File: src/rtl/cond_sum_adder16.sv
// 16-bit conditional-sum adder: {Cout,Sum} = x + y + Cin, with one registered output stage.
// Each level merges block pairs, with both carry-in hypotheses carried forward until Cin resolves them.
module cond_sum_adder16 (
    input  logic        clk,
    input  logic        rst,
    input  logic [15:0] x,
    input  logic [15:0] y,
    input  logic        Cin,
    output logic [15:0] Sum,
    output logic        Cout
);

    // s0/c0 assume a block carry-in of 0, s1/c1 a carry-in of 1; carry bit b belongs to block b
    typedef struct packed {
        logic [15:0] s0;
        logic [15:0] s1;
        logic [15:0] c0;
        logic [15:0] c1;
    } lvl_t;

    function automatic lvl_t merge(input lvl_t lo_lvl, input int h);
        lvl_t       m;
        logic [3:0] i_lo;
        logic [3:0] i_hi;
        logic [3:0] i_cl;
        logic [3:0] i_ch;
        logic [3:0] i_b;
        m = '0;
        for (int b = 0; b < 8; b++) begin
            if (b < 8 / h) begin
                i_cl = 4'(2 * b);
                i_ch = 4'(2 * b + 1);
                i_b  = 4'(b);
                for (int k = 0; k < 8; k++) begin
                    if (k < h) begin
                        i_lo = 4'(b * 2 * h + k);
                        i_hi = 4'(b * 2 * h + h + k);
                        m.s0[i_lo] = lo_lvl.s0[i_lo];
                        m.s1[i_lo] = lo_lvl.s1[i_lo];
                        m.s0[i_hi] = lo_lvl.c0[i_cl] ? lo_lvl.s1[i_hi] : lo_lvl.s0[i_hi];
                        m.s1[i_hi] = lo_lvl.c1[i_cl] ? lo_lvl.s1[i_hi] : lo_lvl.s0[i_hi];
                    end
                end
                m.c0[i_b] = lo_lvl.c0[i_cl] ? lo_lvl.c1[i_ch] : lo_lvl.c0[i_ch];
                m.c1[i_b] = lo_lvl.c1[i_cl] ? lo_lvl.c1[i_ch] : lo_lvl.c0[i_ch];
            end
        end
        return m;
    endfunction

    // After level 4 a single 16-bit block remains; its carries sit in bit 0
    function automatic logic [16:0] final_select(input lvl_t l, input logic cin);
        logic [16:0] r;
        r = cin ? {l.c1[0], l.s1} : {l.c0[0], l.s0};
        return r;
    endfunction

    lvl_t        w_l0;
    lvl_t        w_l1;
    lvl_t        w_l2;
    lvl_t        w_l3;
    lvl_t        w_l4;
    logic [16:0] w_result;
    logic [15:0] r_sum;
    logic        r_cout;

    always_comb begin
        w_l0.s0 = x ^ y;
        w_l0.c0 = x & y;
        w_l0.s1 = ~(x ^ y);
        w_l0.c1 = x | y;
    end

    assign w_l1     = merge(w_l0, 1);
    assign w_l2     = merge(w_l1, 2);
    assign w_l3     = merge(w_l2, 4);
    assign w_l4     = merge(w_l3, 8);
    assign w_result = final_select(w_l4, Cin);

    always_ff @(posedge clk or posedge rst) begin
        if (rst) begin
            r_sum  <= 16'h0000;
            r_cout <= 1'b0;
        end else begin
            r_sum  <= w_result[15:0];
            r_cout <= w_result[16];
        end
    end

    assign Sum  = r_sum;
    assign Cout = r_cout;

endmodule

File: config.mk
export PLATFORM = sky130hd
export DESIGN_NAME = cond_sum_adder16
export DESIGN_NICKNAME = d
export VERILOG_FILES = /design/src/rtl/cond_sum_adder16.sv
export SDC_FILE = /design/constraint.sdc
export NUM_CORES = 1
export LEC_CHECK = 0
export ABC_AREA = 0
export BUFFER_PORTS_ARGS = -buffer_cell sky130_fd_sc_hd__buf_4
export CORE_UTILIZATION = 55
export CTS_BUF_LIST = sky130_fd_sc_hd__clkbuf_8 sky130_fd_sc_hd__clkbuf_16
export DETAILED_ROUTE_END_ITERATION = 7
export GPL_ROUTABILITY_DRIVEN = 0
export MAX_ROUTING_LAYER = met4
export PLACE_DENSITY = 0.85
export SYNTH_ARGS = -nofsm -noshare
export SYNTH_HDL_FRONTEND = slang
export SYNTH_SLANG_ARGS = --single-unit
export TNS_END_PERCENT = 30
File: constraint.sdc
create_clock -name clk -period 0.8 [get_ports clk]
set_input_delay 0.2 -clock clk [delete_from_list [all_inputs] [get_ports clk]]
set_output_delay 0.2 -clock clk [all_outputs]
set_load 0.05 [all_outputs]
==> results of run 1 <==
[registers in the layout, summed over array words and instances, names as in the netlist]
name,cells
Sum,16
Cout,1
[Yosys cell counts]
cell type,n,area (um2)
or3_1,2,12.5
o2bb2ai_1,1,8.76
a211oi_1,1,7.51
or2_1,1,6.26
nor2_1,10,37.5
o22ai_1,2,12.5
o21ai_0,6,30.0
o2111ai_1,1,8.76
nand2_4,1,11.3
a21o_1,1,7.51
nor3b_1,2,15.0
o211ai_1,2,15.0
nor3_1,1,5.00
o22ai_2,1,12.5
a21boi_0,1,7.51
o221ai_1,2,17.5
nor2b_1,6,37.5
nand2b_1,4,25.0
dfrtp_1,17,425
xnor2_1,10,87.6
nand2_1,10,37.5
mux2i_1,10,100
xor2_1,6,52.6
a211o_1,1,8.76
and3_4,1,11.3
and2_1,5,31.3
inv_1,37,139
a21oi_1,4,20.0
and3b_1,2,17.5
mux2i_2,1,13.8
ha_1,32,400
o31ai_1,1,7.51
[cells by family (layout without fill, tap and decap cells)]
| logic type | Yosys count | after routing | share of synthesized area [%] |
|---|---|---|---|
| xor+xnor | 16 | 16 | 8.60 |
| compound gates | 24 | 24 | 10.1 |
| flops | 17 | 17 | 26.1 |
| buf+inv | 37 | 117 | 8.52 |
| fa+ha+maj | 32 | 32 | 24.6 |
| simple gates | 45 | 45 | 15.2 |
| mux | 11 | 11 | 6.98 |
[cell type report]
class                           count  area (um2)
Clock buffer                        3        41.3
Timing Repair Buffer               76         656
Sequential cell                    17         425
Fill cell                          88         169
Clock inverter                      1        3.75
Tap cell                           31        38.8
Multi-Input combinational cell    128        1300
Inverter                           37         144
[stage by stage]
stage / util [%] / TNS (ns) / total power, mW
after floorplan: - / -14.02 / 2.71
after global placement: 80.4 / -18.03 / 3.49
after detailed placement: 80.4 / -18.79 / 3.54
after CTS: 90.7 / -16.87 / 4.50
after global routing: 93.9 / -20.81 / 4.96
final: 93.9 / -19.72 / 4.83
[path summary, 6_finish.rpt]
| path | endpoint | cells after the start | start |
|---|---|---|---|
| setup / recovery | Sum[15] | 11 | y[5] |
| hold / removal | Sum[0] | 3 | Cin |
| max in group asynchronous | Cout | 4 | rst |
| min in group asynchronous | Sum[3] | 4 | rst |
[what timing repair did]
action	4_1_cts	5_1_grt
hold buffers	1	0
hold endpoints to repair	17	0
endpoints found under the setup margin	33	33
pin swaps	6	6
resized for setup	55	19
buffers inserted	5	0
[power breakdown]
| group | switching (mW) | leakage (nW) | internal (mW) |
|---|---|---|---|
| Clock | 0.323 | 0.0269 | 0.342 |
| Sequential | 0.125 | 0.198 | 1.09 |
| Combinational | 1.71 | 1.13 | 1.24 |
| Total | 2.16 | 1.36 | 2.67 |
[layer usage]
metal	track usage, %	vias up	wire [um]
met3	5.30	53	560
met5	-	-	0
met1	34.3	842	2210
met4	12.5	0	365
met2	53.9	171	3210
li1	-	752	-
[critical path, delay by kind of cell]
family	cells	cell delay (ns)
buffers and inverters	2	0.15
muxes	2	0.60
and+or+nand+nor	4	0.80
adders and majority gates	1	0.23
AOI/OAI and AO/OA	1	0.33
xor gates and xnor gates	1	0.17
==> results_dict.tcl, run 1 <==
set metrics [dict create \
    max-slew-margin-rel_pct 71.9 \
    period_share_pct 288 \
    crit_required_ns 0.97 \
    rsz0062_at_grt "yes" \
    cp_max_fo 4 \
    critical_path.cell_chain "buf_6 > inv_1 > ha_2 > nand2_1 > and3_4 > or3_1 > a211o_1 > nand2_4 > mux2i_4 > mux2i_1 > xnor2_1" \
    dp_slack_ns -1.55 \
    clock-sinks 17 \
    grt_start_max_net_pins 18 \
    ant_nets 0 \
    startpoint_type "primary input" \
    dp_hpwl_mm 2.71 \
    crit_path_end_kind "register" \
    io_pins 52 \
    first_pass_iters 5 \
    antenna_found_initial 0 \
    slowest_delay_ns 0.33 \
    cts-buffers-inserted 3 \
    vias_per_cell 6.20 \
    nNetsFinal 330 \
    drc 0 \
    wl_per_cell_um 21.7 \
    h-tree-depth 1 \
    violations "setup timing" \
    synth_area_per_cell_um2 8.96 \
    syn_nets 249 \
    dpl.cell_count 283 \
    clkTransAtPathRegs_ns 0.07 \
    grt_pass1_vias 1675 \
    crit_type "primary input to register" \
    final_cells 293 \
    arrival_ns 2.47 \
    drv_slew 0 \
    dieWidth_um 56.4 \
    grt_usage_pct 30.7 \
    final_cell_mix "buf_4 (53), inv_1 (34), ha_1 (22), buf_6 (22), dfrtp_1 (17)" \
    worst_pin_slew_ns 0.418 \
    vias 1818 \
    power_density_mw_per_mm2 1850 \
    critPathSlowestCell "or3_1" \
    grt_pass1_wl_mm 7.43 \
    hp-class "primary input to register" \
    syn_area_mm2 0.00163 \
    synth.distinct_cells 32 \
    cap_violations 0 \
    final_cell_area_mm2 0.00261 \
    syn_inst 182 \
    cts_buffer_depth 2 \
    final_common_cell "buf_4" \
    synth-seq-cells 17 \
    ctsRootBufferMaster "clkbuf_8" \
    overflow 0 \
    place_area_mm2 0.00224 \
    diodes 0 \
    cts_tree "yes" \
    yosys_warnings 0 \
    finalCriticalPeriod_ns 2.31 \
    start_util_pct 58.6 \
    vdd_drop_max_mv 1.92 \
    final_hold_viol_count 0 \
    core_area_mm2 0.00278 \
    die_h_um 56.4 \
    drtIter0Drc 139 \
    power.leakage_nw 1.36 \
    worst_slack_ns -1.51 \
    drive_above_1_share_pct 46.9 \
    finalSetupViolCount 33 \
    routed_wl_mm 6.35 \
    design.die.area_mm2 0.00319 \
    outcome "finished with violations" \
    max_freq_mhz 434 \
    rows 19 \
    ys_seq_area_share_pct 26.1 \
    whs_ns 0.307 \
    area_growth_syn_to_layout_pct 60.2 \
    port_buffers 51 \
]
Power figures use the tool's default switching activity.
==> run 2: changes to the inputs <==
Settings changed: TNS_END_PERCENT 30 to 100.
Clock period 0.8 ns to 2.72 ns, I/O delays scaled along.
==> run 2 against run 1 <==
  * The run now ends clean
  * Cell count is 4.4% lower
  * Sequential cell count unchanged
  * Worst setup slack improved by 1.5 ns
  * Final area decreased by 15%
  * First-iteration DRC count decreased by 82%
  * Critical endpoint is now Sum[11]
  * Sequential power shrank 72%
==> results_dict.tcl, run 2 (synthesis gave the netlist of run 1 again) <==
set metrics [dict create \
    rows 19 \
    crit_required_ns 2.88 \
    ant_nets 0 \
    hp-class "primary input to async pin" \
    diodes 0 \
    place_area_mm2 0.00214 \
    outcome "finished, final reports clean" \
    final_cell_area_mm2 0.00223 \
    multi_input_area_mm2 0.00111 \
    drv_slew 0 \
    dieWidth_um 56.4 \
    antenna_found_initial 0 \
    finalCriticalPeriod_ns 2.71 \
    core_area_mm2 0.00278 \
    max_freq_mhz 369 \
    drtIter0Drc 25 \
    grt_pass1_wl_mm 5.36 \
    dp_slack_ns -0.185 \
    worst_slack_ns 0.00773 \
    port_buffers 51 \
    io_pins 52 \
    overflow 0 \
    clkTransAtPathRegs_ns 0.07 \
    ctsRootBufferMaster "clkbuf_8" \
    regArea_um2 425 \
    power_density_mw_per_mm2 550 \
    grt_usage_pct 22.2 \
    vias 1448 \
    area_growth_syn_to_layout_pct 36.6 \
    crit_type "primary input to register" \
    nFillCells 206 \
    vias_per_cell 5.17 \
    grt_pass1_vias 1362 \
    crit_path_end_kind "register" \
    die_h_um 56.4 \
    cts_buffer_depth 2 \
    design.die.area_mm2 0.00319 \
    first_pass_iters 4 \
    worst_pin_slew_ns 0.662 \
    nNetsFinal 317 \
    drive_above_1_share_pct 29.7 \
    wl_per_cell_um 12.3 \
    critPathSlowestCell "a211o_1" \
    critical_path.cell_chain "buf_4 > ha_4 > or2_1 > and3_4 > or3_1 > a211o_1 > nand2_4 > mux2i_2 > mux2i_1 > xnor2_1" \
    cap_violations 0 \
    startpoint_type "primary input" \
    slowest_delay_ns 0.33 \
    vdd_drop_max_mv 0.567 \
    final_common_cell "buf_4" \
    max-slew-margin-rel_pct 55.8 \
    cts_tree "yes" \
    clock-sinks 17 \
    drc 0 \
    period_share_pct 99.7 \
    cp_max_fo 5 \
    start_util_pct 58.6 \
    final_cell_mix "buf_4 (63), inv_1 (38), ha_1 (30), dfrtp_1 (17)" \
    final_hold_viol_count 0 \
    cts-buffers-inserted 3 \
    power.leakage_nw 1.24 \
    routed_wl_mm 3.44 \
    finalSetupViolCount 0 \
    crit_buf_inv 1 \
    critPathTopFamily "simple AND/OR/NAND/NOR gates" \
    grt_start_max_net_pins 18 \
    arrival_ns 2.87 \
    h-tree-depth 1 \
    dp_hpwl_mm 2.73 \
    largest_reg_flops 16 \
]
## run 2: changes by cell type in the layout (fill, tap and decap cells not counted), sizes merged
cell and delta:
dlygate4sd3 -1, buf -12
## run 2: where the power goes
group	internal [mW]	total [mW]	switching [mW]	leakage (nW)
logic	0.267	0.693	0.426	1.02
clock network	0.100	0.191	0.0911	0.0269
registers	0.319	0.340	0.0213	0.198
total	0.686	1.22	0.539	1.24
## run 2: metal layers
metal	GRT usage [%]	vias up	wire [um]
li1	-	723	-
met1	21.9	680	1350
met2	43.7	41	1920
met3	5.53	4	151
met4	3.14	0	23
met5	-	-	0
## run 2: cell type report
type,count,area share (%)
clock buffers,3,1.85
flip-flops and latches,17,19.1
inverters,37,6.24
multi-input cells,128,49.7
repair buffers,63,21.2
clock inverters,1,0.169
well taps,31,1.74
## run 2: repair_timing
item,in CTS,in global routing
setup endpoints to repair,0,1
hold buffers,0,0
setup buffers,0,3
resized for setup,0,4
## run 2: how the worst max path moves through the flow
stage | endpoint | startpoint | slack, ns | depth (start not counted)
after CTS | Sum[13] | y[4] | 0.08 | 10
after global placement | Sum[13] | y[4] | -0.13 | 10
after detailed placement | Sum[13] | y[4] | -0.18 | 10
after floorplan | Sum[13] | y[4] | 0.01 | 9
final | Sum[11] | y[5] | 0.008 | 10
after global routing | Sum[11] | y[5] | -0.15 | 10
## run 2: stage by stage
stage	util [%]	setup TNS, ns	hold WS [ns]	power [mW]	instances
global route	80.1	-0.158	0.587	1.28	280
detailed placement	76.8	-0.527	0.822	1.02	273
CTS	78.4	0	0.545	1.21	277
finish	80.1	0	0.519	1.22	280
global placement	76.8	-0.389	0.821	1.00	273
floorplan	-	0	0.606	0.798	182
